===== src/rtl/elevator_controller_if.sv =====
// Button inputs and call/position/status outputs of the elevator controller.
interface elevator_controller_if;
  logic [7:0] btn_in;
  logic [7:0] btn_up;
  logic [7:0] btn_down;
  logic [7:0] call_in;
  logic [7:0] call_up;
  logic [7:0] call_down;
  logic [2:0] cur_floor;
  logic       direction;
  logic       move;
  logic       open;
  logic       idle;

  modport master (
    output btn_in, btn_up, btn_down,
    input  call_in, call_up, call_down, cur_floor, direction, move, open, idle
  );

  modport slave (
    input  btn_in, btn_up, btn_down,
    output call_in, call_up, call_down, cur_floor, direction, move, open, idle
  );
endinterface


===== src/rtl/elevator_controller.sv =====
// Collective-control sequencer for an 8-floor elevator: latches calls,
// walks floors, and runs the door cycle.
module elevator_controller #(
  parameter int unsigned TRAVEL_CYCLES = 2,
  parameter int unsigned DOOR_CYCLES   = 4
) (
  input  logic                 clock,
  input  logic                 reset,
  elevator_controller_if.slave bus
);

  localparam int unsigned CNT_MAX = (TRAVEL_CYCLES > DOOR_CYCLES) ? TRAVEL_CYCLES : DOOR_CYCLES;
  localparam int unsigned CNT_W   = (CNT_MAX > 1) ? $clog2(CNT_MAX) : 1;
  localparam logic [CNT_W-1:0] TRAVEL_LOAD = CNT_W'(TRAVEL_CYCLES - 1);
  localparam logic [CNT_W-1:0] DOOR_LOAD   = CNT_W'(DOOR_CYCLES - 1);

  typedef enum logic [2:0] {
    S_IDLE, S_MOVING, S_ARRIVE, S_DOOR_OPEN, S_DOOR_CLOSE
  } state_t;

  state_t           state, nxt_state;
  logic [CNT_W-1:0] cnt, nxt_cnt;
  logic [2:0]       floor_q, nxt_floor;
  logic             dir_q, nxt_dir;
  logic [7:0]       call_in_q, call_up_q, call_down_q;
  logic             move_q, open_q, idle_q;

  logic [7:0] pend, fbit, above, below;
  logic [7:0] clr_in, clr_up, clr_dn, abs_in, abs_up, abs_dn;
  logic       here, ahead_up, ahead_dn, fwd, back, serviced;

  // Call-position helpers relative to the current floor.
  always_comb begin
    pend     = call_in_q | call_up_q | call_down_q;
    fbit     = 8'd1 << floor_q;
    above    = ~(8'(fbit << 1) - 8'd1);
    below    = fbit - 8'd1;
    here     = |(pend & fbit);
    ahead_up = |(pend & above);
    ahead_dn = |(pend & below);
    fwd      = dir_q ? ahead_up : ahead_dn;
    back     = dir_q ? ahead_dn : ahead_up;
    serviced = call_in_q[floor_q] | (dir_q & call_up_q[floor_q]) |
               (~dir_q & call_down_q[floor_q]) | (~fwd & here);
  end

  // Next-state, counter, floor/direction and per-bit clear/absorb decisions.
  always_comb begin
    nxt_state = state;
    nxt_cnt   = cnt;
    nxt_floor = floor_q;
    nxt_dir   = dir_q;
    clr_in    = '0;
    clr_up    = '0;
    clr_dn    = '0;
    abs_in    = '0;
    abs_up    = '0;
    abs_dn    = '0;
    case (state)
      S_IDLE: begin
        if (here) begin
          nxt_state = S_DOOR_OPEN;
          nxt_cnt   = DOOR_LOAD;
          clr_in    = fbit;
          clr_up    = fbit;
          clr_dn    = fbit;
        end else if (fwd) begin
          nxt_state = S_MOVING;
          nxt_cnt   = TRAVEL_LOAD;
        end else if (back) begin
          nxt_state = S_MOVING;
          nxt_cnt   = TRAVEL_LOAD;
          nxt_dir   = ~dir_q;
        end
      end
      S_MOVING: begin
        if (cnt == '0) begin
          nxt_state = S_ARRIVE;
          nxt_floor = dir_q ? 3'(floor_q + 3'd1) : 3'(floor_q - 3'd1);
        end else begin
          nxt_cnt = cnt - CNT_W'(1);
        end
      end
      S_ARRIVE: begin
        if (serviced) begin
          nxt_state = S_DOOR_OPEN;
          nxt_cnt   = DOOR_LOAD;
          clr_in    = fbit;
          // At a turnaround both hall calls at this floor are answered.
          if (!fwd || dir_q)  clr_up = fbit;
          if (!fwd || !dir_q) clr_dn = fbit;
        end else begin
          nxt_state = S_MOVING;
          nxt_cnt   = TRAVEL_LOAD;
        end
      end
      S_DOOR_OPEN: begin
        abs_in = fbit;
        if (dir_q) abs_up = fbit;
        else       abs_dn = fbit;
        if (cnt == '0) nxt_state = S_DOOR_CLOSE;
        else           nxt_cnt   = cnt - CNT_W'(1);
      end
      S_DOOR_CLOSE: begin
        if (fwd) begin
          nxt_state = S_MOVING;
          nxt_cnt   = TRAVEL_LOAD;
        end else if (back) begin
          nxt_state = S_MOVING;
          nxt_cnt   = TRAVEL_LOAD;
          nxt_dir   = ~dir_q;
        end else if (here) begin
          nxt_state = S_DOOR_OPEN;
          nxt_cnt   = DOOR_LOAD;
          nxt_dir   = ~dir_q;
          clr_in    = fbit;
          clr_up    = fbit;
          clr_dn    = fbit;
        end else begin
          nxt_state = S_IDLE;
        end
      end
      default: nxt_state = S_IDLE;
    endcase
  end

  always_ff @(posedge clock or posedge reset) begin
    if (reset) begin
      state       <= S_IDLE;
      cnt         <= '0;
      floor_q     <= '0;
      dir_q       <= 1'b1;
      call_in_q   <= '0;
      call_up_q   <= '0;
      call_down_q <= '0;
      move_q      <= 1'b0;
      open_q      <= 1'b0;
      idle_q      <= 1'b1;
    end else begin
      state       <= nxt_state;
      cnt         <= nxt_cnt;
      floor_q     <= nxt_floor;
      dir_q       <= nxt_dir;
      // Clear beats a same-cycle press only on the serviced bit.
      call_in_q   <= (call_in_q   | (bus.btn_in   & ~abs_in))           & ~clr_in;
      call_up_q   <= (call_up_q   | (bus.btn_up   & 8'h7F & ~abs_up))   & ~clr_up;
      call_down_q <= (call_down_q | (bus.btn_down & 8'hFE & ~abs_dn))   & ~clr_dn;
      move_q      <= (nxt_state == S_MOVING);
      open_q      <= (nxt_state == S_DOOR_OPEN);
      idle_q      <= (nxt_state == S_IDLE);
    end
  end

  assign bus.call_in   = call_in_q;
  assign bus.call_up   = call_up_q;
  assign bus.call_down = call_down_q;
  assign bus.cur_floor = floor_q;
  assign bus.direction = dir_q;
  assign bus.move      = move_q;
  assign bus.open      = open_q;
  assign bus.idle      = idle_q;

endmodule


===== src/flat_wrapper.sv =====
// flat-port wrapper written by rule: the top's interface ports become plain ports
module elevator_controller_flat 
#(
  parameter int unsigned TRAVEL_CYCLES = 2,
  parameter int unsigned DOOR_CYCLES   = 4
)
  (clock, reset, bus_btn_in, bus_btn_up, bus_btn_down, bus_call_in, bus_call_up, bus_call_down, bus_cur_floor, bus_direction, bus_move, bus_open, bus_idle);
  elevator_controller_if bus_i ();
  input  logic clock;
  input  logic reset;
  input wire logic [$bits(bus_i.btn_in)-1:0] bus_btn_in;
  input wire logic [$bits(bus_i.btn_up)-1:0] bus_btn_up;
  input wire logic [$bits(bus_i.btn_down)-1:0] bus_btn_down;
  output wire logic [$bits(bus_i.call_in)-1:0] bus_call_in;
  output wire logic [$bits(bus_i.call_up)-1:0] bus_call_up;
  output wire logic [$bits(bus_i.call_down)-1:0] bus_call_down;
  output wire logic [$bits(bus_i.cur_floor)-1:0] bus_cur_floor;
  output wire logic [$bits(bus_i.direction)-1:0] bus_direction;
  output wire logic [$bits(bus_i.move)-1:0] bus_move;
  output wire logic [$bits(bus_i.open)-1:0] bus_open;
  output wire logic [$bits(bus_i.idle)-1:0] bus_idle;
  assign bus_i.btn_in = bus_btn_in;
  assign bus_i.btn_up = bus_btn_up;
  assign bus_i.btn_down = bus_btn_down;
  assign bus_call_in = bus_i.call_in;
  assign bus_call_up = bus_i.call_up;
  assign bus_call_down = bus_i.call_down;
  assign bus_cur_floor = bus_i.cur_floor;
  assign bus_direction = bus_i.direction;
  assign bus_move = bus_i.move;
  assign bus_open = bus_i.open;
  assign bus_idle = bus_i.idle;
  elevator_controller #(.TRAVEL_CYCLES(TRAVEL_CYCLES), .DOOR_CYCLES(DOOR_CYCLES)) u_core (.clock(clock), .reset(reset), .bus(bus_i));
endmodule

===== config.mk =====
export PLATFORM = sky130hd
export DESIGN_NAME = elevator_controller_flat
export DESIGN_NICKNAME = d
export VERILOG_FILES = /design/src/rtl/elevator_controller_if.sv /design/src/rtl/elevator_controller.sv /design/src/flat_wrapper.sv
export SDC_FILE = /design/constraint.sdc
export NUM_CORES = 1
export LEC_CHECK = 0
export ABC_AREA = 1
export CAP_MARGIN = 20
export CORE_MARGIN = 1
export CORE_UTILIZATION = 42
export DETAILED_ROUTE_END_ITERATION = 7
export DONT_BUFFER_PORTS = 1
export HOLD_SLACK_MARGIN = 0.02
export PLACE_DENSITY = 0.62
export SYNTH_ARGS = -nofsm -noshare
export SYNTH_HDL_FRONTEND = slang
export SYNTH_SLANG_ARGS = --single-unit

===== constraint.sdc =====
create_clock -name clock -period 2.8 [get_ports clock]
set_input_delay 0.56 -clock clock [delete_from_list [all_inputs] [get_ports clock]]
set_output_delay 0.56 -clock clock [all_outputs]
set_load 0.01 [all_outputs]

; ---- Word-level counts from Yosys, hierarchy flattened
; Index checks and enable logic that the tools add are counted.
[totals]
regBits = 36
latch_bits = 0
ram_bits = 0
romBits = 0
out_inout_bits = 31
n_memories = 0
[op_classes]
addsub = 5
multipliers = 0
div_mod_pow = 0
order_cmp = 1
n_eq_ne = 14
shifts = 1
n_mux = 51
bitwise_logic = 29
n_reduce_logical = 16
[ops]
columns = op, count
row1 = 2-to-1 mux 8 bit, 13
row2 = one-hot mux 8 bit (3 select lines), 3
row3 = AND 8 bit, 8
row4 = inverter 8 bit, 7
row5 = OR 8 bit, 5
row6 = 2-to-1 mux 3 bit, 8
row7 = OR reduction 8 bit, 3
row8 = 2-to-1 mux 2 bit, 10
row9 = "subtractor 8 x 1 -> 8 bit, second input constant", 2
row10 = one-hot mux 3 bit (5 select lines), 1
row11 = 2-to-1 mux 1 bit, 11
row12 = binary-select mux 1 bit (select 3 bit), 3
row13 = "== test 3 x 2 -> 1 bit, second input constant", 3
row14 = AND 7 x 8 -> 8 bit, 1
row15 = "!= test 2 bit, second input constant", 4
row16 = "!= test 4 x 1 -> 1 bit, second input constant", 2
row17 = one-hot mux 2 bit (4 select lines), 1
row18 = "left shift 1 x 3 -> 8 bit, first input constant", 1
row19 = "== test 3 x 1 -> 1 bit, second input constant", 2
row20 = zero test 3 bit, 2
row21 = AND reduction 6 bit, 1
row22 = "< comparator 3 x 4 -> 1 bit, second input constant", 1
row23 = AND reduction 4 bit, 1
row24 = nonzero test 4 bit, 1
row25 = 16 further kinds, 23

; ---- Depth between registers and ports, before layout
; Gate-level depths: netlist (run 1).
[logic_depth]
word_depth = 13
mapped_depth = 19

; ---- Worst setup path after synthesis (run 1)
; No wires, ideal clock.
[synth_path]
kind = reg2reg
start = register u_core.floor_q[1], in the netlist u_core.bus.cur_floor[1]
end = register u_core.call_in_q[0], in the netlist u_core.bus.call_in[0]
setup_time_ps = 119
t_arrival_ps = 2325
required_time_ps = 2681
slack_ps = 356
path_stages_with_launch = 18
path_buffers = 2
synth_period_minus_slack_ps = 2444
path_cell_list = dfrtp_1 buf_6 inv_1 nand2_2 nor2_2 inv_1 ha_1 inv_1 nand4_1 nand3_1 nand3_2 o21bai_2 nand3_2 nand2_2 buf_6 nand3_1 nand3_1 nor2_1
[synth_via]
elab_chain_len = 13
elab_cells_between_ends = 36
cone_classes = 2 x add/sub / 1 x shift / 14 x mux / 16 x bitwise / 3 x reduce/logical
[synth_lines]
columns = item, line_no
row1 = from (decl), elevator_controller.sv:23  ; logic [2:0] floor_q, nxt_floor;
row2 = from (signal assigned), elevator_controller.sv:142  ; floor_q <= nxt_floor;
row3 = left shift 1 x 3 -> 8 bit, elevator_controller.sv:35  ; fbit = 8'd1 << floor_q;
row4 = subtractor 8 x 1 -> 8 bit, elevator_controller.sv:36  ; above = ~(8'(fbit << 1) - 8'd1);
row5 = inverter 8 bit, elevator_controller.sv:36
row6 = AND 8 bit, elevator_controller.sv:39  ; ahead_up = |(pend & above);
row7 = OR reduction 8 bit, elevator_controller.sv:39
row8 = 2-to-1 mux 1 bit, elevator_controller.sv:41  ; fwd = dir_q ? ahead_up : ahead_dn;
row9 = inverter 1 bit, elevator_controller.sv:44  ; (~dir_q & call_down_q[floor_q]) | (~fwd & here);
row10 = AND 1 bit, elevator_controller.sv:44
row11 = OR 1 bit, elevator_controller.sv:44
row12 = 2-to-1 mux 8 bit, elevator_controller.sv:85  ; if (serviced) begin
row13 = one-hot mux 8 bit (3 select lines), elevator_controller.sv:59  ; case (state)
row14 = inverter 8 bit, elevator_controller.sv:145  ; call_in_q <= (call_in_q | (bus.btn_in & ~abs_in)) & ~clr_in;
row15 = AND 8 bit (*), elevator_controller.sv:145
row16 = to (signal assigned), elevator_controller.sv:145
row17 = to (decl), elevator_controller.sv:25  ; logic [7:0] call_in_q, call_up_q, call_down_q;
; Mark *: on every way between the ends. The rest lies on a longest branch, timed or not. The select of a mux whose other input is x is not followed.
; A chain may end at the register's enable or synchronous reset.

; ---- Final worst setup path (run 1)
[layout_path]
start = register u_core.floor_q[1], in the netlist u_core.bus.cur_floor[1]
end = register u_core.call_down_q[4], in the netlist u_core.bus.call_down[4]
[layout_via]
elab_chain_len = 13
elab_cells_between_ends = 40
cone_classes = 2 x add/sub / 1 x shift / 16 x mux / 16 x bitwise / 5 x reduce/logical
[layout_lines]
columns = item, line_no
row1 = left shift 1 x 3 -> 8 bit, elevator_controller.sv:35
row2 = subtractor 8 x 1 -> 8 bit, elevator_controller.sv:36
row3 = inverter 8 bit, elevator_controller.sv:36
row4 = AND 8 bit, elevator_controller.sv:39
row5 = OR reduction 8 bit, elevator_controller.sv:39
row6 = 2-to-1 mux 1 bit, elevator_controller.sv:41
row7 = inverter 1 bit or zero test 1 bit (tied branches), "elevator_controller.sv:44, elevator_controller.sv:91"
row8 = AND 1 bit or logical OR 1 bit (tied branches), "elevator_controller.sv:44, elevator_controller.sv:91"
row9 = OR 1 bit or 2-to-1 mux 8 bit (tied branches), "elevator_controller.sv:44, elevator_controller.sv:91"
row10 = 2-to-1 mux 8 bit, elevator_controller.sv:85
row11 = one-hot mux 8 bit (3 select lines), elevator_controller.sv:59
row12 = inverter 8 bit, elevator_controller.sv:147  ; call_down_q <= (call_down_q | (bus.btn_down & 8'hFE & ~abs_dn)) & ~clr_dn;
row13 = AND 8 bit (*), elevator_controller.sv:147
row14 = to (signal assigned), elevator_controller.sv:147
row15 = to (decl), elevator_controller.sv:25
; Marked as above.

==> summary.md, run 1 <==
| Metric | Value |
|---|---|
| Lkg Pwr | 1.45 nW |
| RePlAce Congestion | 0.905 |
| Worst slew margin | 44.4% |
| Layout cells sized above 1 | 12.3% |
| Yosys cell types | 31 |
| Slew Limit Fails | 0 |
| Fill count | 669 |
| Pwr dens | 1120 nW/µm² |
| Clock latency on the worst-skew pair | 300 ps |
| CTS tree | yes |
| Worst reg2reg path depth | 16 |
| Top cells by count, synth | nand2_1 (86), nor2_1 (77), nand3_1 (70), inv_1 (52), dfrtp_1 (34) |
| Top-count cell post-synth | nand2_1 |
| Post-Synthesis Cell Area | 2730 µm² |
| Yosys warnings | 0 |
| Worst EP required | 2980 ps |
| FF+latch count, synth | 36 |
| Final Skew | 15.5 ps |
| RSZ-0062 raised after global routing | false |
| Crit start category | register |
| Initial DRC count | 252 |
| # diodes | 0 |
| Compound-cell area share of the yosys netlist | 9.45% |
| Worst setup EP type | register |
| Worst slack, placed | 246 ps |
| 1st-pass router iterations | 5 |
| Hold Buf Count CTS | 0 |
| Maxcap violations | 0 |
| Synth Area in Simple Gates | 44.1% |
| PortBufs | 0 |
| Mapped Nets | 448 |
| CTS Sinks | 36 |
| Multiplexer share of the synthesized area | 0% |
| DR vias | 2774 |
| Placed insts | 499 |
| Total negative slack | 0 ps |
| Ranking of synthesized cells by area | dfrtp_1 (31%), nand3_1 (13%), nand2_1 (12%), nor2_1 (11%), inv_1 (7.2%) |
| CTS Buf Count | 5 |
| Critical R2R Capture | u_core.bus.call_down[4] |
| Final setup vio count | 0 |
| Async SR Flop Fraction | 100% |
| Number of H-tree levels | 2 |
| Die extent in y | 82.6 µm |
| GR Overflow Total | 0 |
| Internal reg-to-reg setup slack | 310 ps |
| Worst Hold Class | in -> async |
| Vias in the first global route | 2618 |
| Worst vdd ir | 0.612 mV |
| Initial antenna violation count | 0 |
| Main combinational cell family by area after synthesis | simple AND/OR/NAND/NOR gates |
| Area leader, netlist | dfrtp_1 |
| Final Hold Fails | 0 |
| Reg2reg start | u_core.bus.cur_floor[1] |
| Worst-Margin Slew | 831 ps |
| Max Clock Freq | 0.401 GHz |
| Routed len/inst | 16.1 µm |
| Post-layout nets | 460 |
| Initial core utilization | 44.7% |
| DP HPWL | 6000 µm |
| Length of routed met2 wiring | 3660 µm |
| Seq/Total Area, Yosys | 33.1% |
| Setup CP Type | reg -> reg |
| Crit path time final | 2490 ps |
| Status | finished, final reports clean |
| Synth top area share | 31.2% |
| Worst setup margin | 306 ps |
| Ys flop type | dfrtp_1 |
| # rows | 28 |
| Die Footprint | 6820 µm² |
| Synth Instances | 419 |
| Top sig layer | met4 |
| Critical path peak fanout | 18 |
| Period utilisation layout | 89.1% |
| Synth Area in Adders | 1.65% |
| # IOs | 57 |
| Clock Pin Slew Worst Setup and Hold Paths | 90 ps |
| CP Data Arrival Time | 2670 ps |
| Gr usage total | 26.2% |
| # Post-CTS Setup Buffers | 0 |
| DRT met1 WL | 3730 µm |
| Core ar. | 6100 µm² |
| Die width | 82.6 µm |
| First-pass GRT wire length | 13100 µm |
| Clock Path Buffers | 2 |
| Largest net degree at the start of global routing | 37 |
| Synthesis-to-finish area growth | 9.55% |
| Syn_area_per_cell | 6.51 µm² |
| Detailed Route WL | 8160 µm |
| DRC viols | 0 |
| Via density per instance | 5.47 |
| Clk root buf | clkbuf_8 |
| Post-synth EDFFs | 0 |
| Metal3 WL | 657 µm |
| Final ANT Viol Nets | 0 |
| Post-route insts no fill | 507 |
| Xor and xnor area share after synthesis | 1.28% |
## layer usage
layer | global-route usage [%] | vias up
met1 | 34.9 | 1268
met4 | 7.76 | 0
met2 | 42.7 | 107
li1 | - | 1387
met3 | 4.95 | 12
met5 | 0 | -
## kinds of logic (layout without fill, tap and decap cells)
group                      count (synthesis)  after routing
buffers and inverters                     66             79
adders and majority gates                  3              3
and+or+nand+nor                          265            265
AOI/OAI and AO/OA                         45             45
DFF                                       36             36
xor gates and xnor gates                   4              4
## layout by cell type, fill, tap and decap left out, types with 3 or more instances in the layout
master    Yosys  routed
a21oi_1      26      26
nand2_2       5       5
nand3_1      70      70
inv_1        52      52
nor2_1       77      76
xor2_1        3       3
inv_2         4       3
nand2_4       3       4
nand3_2       3       3
o22ai_1       4       4
clkbuf_8      0       6
nor2_2        3       4
o21ai_0       8       8
nand2_1      86      85
nor3_2        2       3
buf_4         1      14
nand4_1      12      12
dfrtp_1      34      34
## worst max-delay path: stages (launching register included)
cell and delay, ps:
dfrtp_1 450, inv_1 120, nand2_2 90, nor2_2 130, inv_1 90, ha_2 220, inv_1 100, nand4_1 130
nand3_1 130, nand3_2 100, o21bai_2 160, nand3_2 130, nand2_4 150, buf_12 160, nand3_1 80, nand3_1 100
nor2_1 50
## sequential cells by signal (all words and copies together) (netlist names)
signal / cells
u_core.bus.cur_floor: 3
u_core.bus.move: 1
u_core.bus.call_in: 8
u_core.bus.call_up: 8
u_core.state: 3
u_core.bus.idle: 1
u_core.bus.direction: 1
u_core.bus.call_down: 8
u_core.cnt: 2
u_core.bus.open: 1
## report_power, final
group / leakage [nW] / internal, mW / switching [mW]
Sequential: 0.368 / 0.705 / 0.276
Clock: 0.0510 / 0.197 / 0.203
Combinational: 1.03 / 0.635 / 1.32
Total: 1.45 / 1.54 / 1.80
## per-stage QoR
stage | power [mW] | instance area, µm² | utilization, % | hold WS [ps]
4_1_cts | 3.32 | 2970 | 48.7 | 269
3_5_place_dp | 2.91 | 2880 | 47.2 | 473
6_report | 3.34 | 2990 | 49.0 | 253
3_3_place_gp | 2.88 | 2880 | 47.2 | 465
2_1_floorplan | 2.35 | 2730 | - | 449
5_1_grt | 3.65 | 2990 | 49.0 | 319
## worst max-delay path by stage
| stage | start | end | cells after the start |
|---|---|---|---|
| after CTS | u_core.bus.cur_floor[1] | u_core.bus.call_down[4] | 15 |
| after global placement | u_core.bus.cur_floor[1] | u_core.bus.call_down[7] | 15 |
| final | u_core.bus.cur_floor[1] | u_core.bus.call_down[4] | 16 |
| after global routing | u_core.bus.cur_floor[1] | u_core.bus.call_up[6] | 16 |
| after floorplan | u_core.bus.cur_floor[1] | u_core.bus.call_in[0] | 17 |
| after detailed placement | u_core.bus.cur_floor[1] | u_core.bus.call_down[7] | 15 |
## timing repair
action	4_1_cts	5_1_grt
setup endpoints to repair	0	23
endpoints found under the hold margin	0	0
gates resized for setup	0	5
## area by class of cell
cell class / instances / area (µm²) / area share, %
Sequential cell: 36 / 903 / 30.2
Inverter: 56 / 213 / 7.12
Clock inverter: 2 / 10.0 / 0.335
Clock buffer: 6 / 82.6 / 2.76
Tap cell: 75 / 93.8 / 3.14
Timing Repair Buffer: 15 / 125 / 4.19
Multi-Input combinational cell: 317 / 1560 / 52.2
Power figures use the tool's default switching activity.
==> run 2: changes to the inputs <==
--- a/config.mk
+++ b/config.mk
@@ -8,11 +8,10 @@
 export ABC_AREA = 1
 export CAP_MARGIN = 20
 export CORE_MARGIN = 1
-export CORE_UTILIZATION = 42
+export CORE_UTILIZATION = 40
 export DETAILED_ROUTE_END_ITERATION = 7
 export DONT_BUFFER_PORTS = 1
 export HOLD_SLACK_MARGIN = 0.02
-export PLACE_DENSITY = 0.62
 export SYNTH_ARGS = -nofsm -noshare
 export SYNTH_HDL_FRONTEND = slang
 export SYNTH_SLANG_ARGS = --single-unit
==> run 2 against run 1 <==
Net effect: final cell count grew 0.79%; non-clock buffer count increased by 2; the run now ends with DRC left; clock power fell by 2%; largest power group unchanged; maximum frequency down 0.92%; global-route usage down 1.4 points; combinational power is 3% higher; worst hold slack got worse by 20 ps; power increased by 1.2%; first-iteration DRC count is 29% lower; design area increased by 0.38%.
==> summary.md, run 2 (synthesized netlist as in run 1, its figures left out) <==
| Metric | Value |
|---|---|
| FF/Latch Area | 905 µm² (was 903 µm²) |
| Failing checks | DRC |
| DR vias | 2842 (was 2774) |
| Worst EP required | 2990 ps (was 2980 ps) |
| Vias in the first global route | 2663 (was 2618) |
| CTS tree | yes (unchanged) |
| Worst setup EP type | register (unchanged) |
| DRC viols | 3 (was 0) |
| Routed len/inst | 16.6 µm (was 16.1 µm) |
| Internal reg-to-reg setup slack | 280 ps (was 310 ps) |
| Worst Hold Class | in -> async (unchanged) |
| Worst slack, placed | 163 ps (was 246 ps) |
| Die width | 84.6 µm (was 82.6 µm) |
| Final setup vio count | 0 (unchanged) |
| DP HPWL | 6360 µm (was 6000 µm) |
| Setup CP Type | reg -> reg (unchanged) |
| Die Footprint | 7150 µm² (was 6820 µm²) |
| Cell area after layout | 3000 µm² (was 2990 µm²) |
| CTS Buf Count | 5 (unchanged) |
| Initial antenna violation count | 0 (unchanged) |
| Crit start category | register (unchanged) |
| Most common cell after layout, fill and taps aside | nand2_1 (unchanged) |
| Max Clock Freq | 0.397 GHz (was 0.401 GHz) |
| Gr usage total | 24.7% (was 26.2%) |
| CP Data Arrival Time | 2700 ps (was 2670 ps) |
| Largest net degree at the start of global routing | 27 (was 37) |
| Worst-Margin Slew | 640 ps (was 831 ps) |
| Met2 usage | 39.6% (was 42.7%) |
| Commonest non-fill, non-tap cells in the layout | nand2_1 (84), nor2_1 (75), nand3_1 (70) (was nand2_1 (85), nor2_1 (76), nand3_1 (70)) |
| CTS Sinks | 36 (unchanged) |
| Final Skew | 3.26 ps (was 15.5 ps) |
| Initial core utilization | 42.2% (was 44.7%) |
| Clock latency on the worst-skew pair | 290 ps (was 300 ps) |
| 1st-pass router iterations | 6 (was 5) |
| Total negative slack | 0 ps (unchanged) |
| Fill count | 709 (was 669) |
| # diodes | 0 (unchanged) |
| Layout cells sized above 1 | 13.4% (was 12.3%) |
| Post-place instance area | 2880 µm² (about the same) |
| Core ar. | 6460 µm² (was 6100 µm²) |
| Synthesis-to-finish area growth | 9.96% (was 9.55%) |
| Final Hold Fails | 0 (unchanged) |
| Worst setup margin | 283 ps (was 306 ps) |
| Initial DRC count | 178 (was 252) |
| Clock Path Buffers | 2 (unchanged) |
| GR Overflow Total | 0 (unchanged) |
| # Post-CTS Setup Buffers | 0 (unchanged) |
| # IOs | 57 (unchanged) |
| Clk root buf | clkbuf_8 (unchanged) |
| Via density per instance | 5.56 (was 5.47) |
| PortBufs | 0 (unchanged) |
| Status | finished, violations left (was finished, final reports clean) |
| Worst hold slack | 234 ps (was 253 ps) |
| Clock Pin Slew Worst Setup and Hold Paths | 80 ps (was 90 ps) |
| Worst slew margin | 57.3% (was 44.4%) |
| Crit path time final | 2520 ps (was 2490 ps) |
| First-pass GRT wire length | 13700 µm (was 13100 µm) |
| Maxcap violations | 0 (unchanged) |
| Post-layout nets | 462 (was 460) |
| Lkg Pwr | 1.45 nW (about the same) |
| Slew Limit Fails | 0 (unchanged) |
| RSZ-0062 raised after global routing | false (unchanged) |
| Critical path peak fanout | 8 (was 18) |
| Pwr dens | 1130 nW/µm² (was 1120 nW/µm²) |
| Die extent in y | 84.6 µm (was 82.6 µm) |
| # rows | 29 (was 28) |
| Worst vdd ir | 0.305 mV (was 0.612 mV) |
| Multi-input logic area | 1560 µm² (about the same) |
| RePlAce Congestion | 0.982 (was 0.905) |
| Final ANT Viol Nets | 0 (unchanged) |
| M3 GR Usage | 4.62% (was 4.95%) |
| Number of H-tree levels | 2 (unchanged) |
| Detailed Route WL | 8490 µm (was 8160 µm) |
| Gr busiest metal | met2 (unchanged) |
| Met1 Resource Use GR | 33.7% (was 34.9%) |
| Period utilisation layout | 89.9% (was 89.1%) |
| Overall Power | 3.38 mW (was 3.34 mW) |
## run 2: stage by stage
| step | util (%) | instances |
|---|---|---|
| finish | 46.4 | 511 |
| global route | 46.4 | 511 |
| CTS | 46.1 | 511 |
| detailed placement | 44.7 | 503 |
| global placement | 44.7 | 503 |
| floorplan | - | 419 |
## run 2: worst max-delay path, stage by stage, from the launching register on
cell	delay, ps
dfrtp_2	450
inv_1	120
nand2_2	90
nor2_4	120
inv_1	90
ha_2	230
inv_1	100
nand4_1	130
nand3_1	140
nand3_2	100
nor2_1	160
nand2_1	80
nand2_2	210
nand4_1	190
nand3_1	140
nor2_1	40
## run 2: power breakdown
group | internal (mW) | switching (mW)
sequential | 0.705 | 0.260
clock | 0.197 | 0.196
combinational | 0.642 | 1.38
total | 1.54 | 1.83
## run 2: per-layer routing
metal  part of all wire [%]  routed length (µm)
met1                     46                3910
met2                     45                3850
met3                    6.9                 582
met4                    1.7                 145
met5                      0                   0
## run 2: final timing paths
check | start | end | depth (start not counted)
max | u_core.bus.cur_floor[1] | u_core.bus.call_down[2] | 15
min | reset | u_core.bus.cur_floor[0] | 1
max reg2reg | u_core.bus.cur_floor[1] | u_core.bus.call_down[2] | 15
min reg2reg | u_core.cnt[1] | u_core.cnt[1] | 2
max in group asynchronous | reset | u_core.bus.direction | 2
min in group clock | bus_btn_in[3] | u_core.bus.call_in[3] | 2
## run 2: final cells by class
type	instances	area share (%)
clock buffer	6	2.75
clock inverter	2	0.334
inverter	56	7.10
multi-input combinational	317	52.2
sequential	36	30.2
tap	77	3.21
timing repair buffer	17	4.26
## run 2: what timing repair did
action | in CTS | in global routing
gates resized for setup | 0 | 8
hold buffers | 0 | 0
endpoints found under the setup margin | 0 | 28
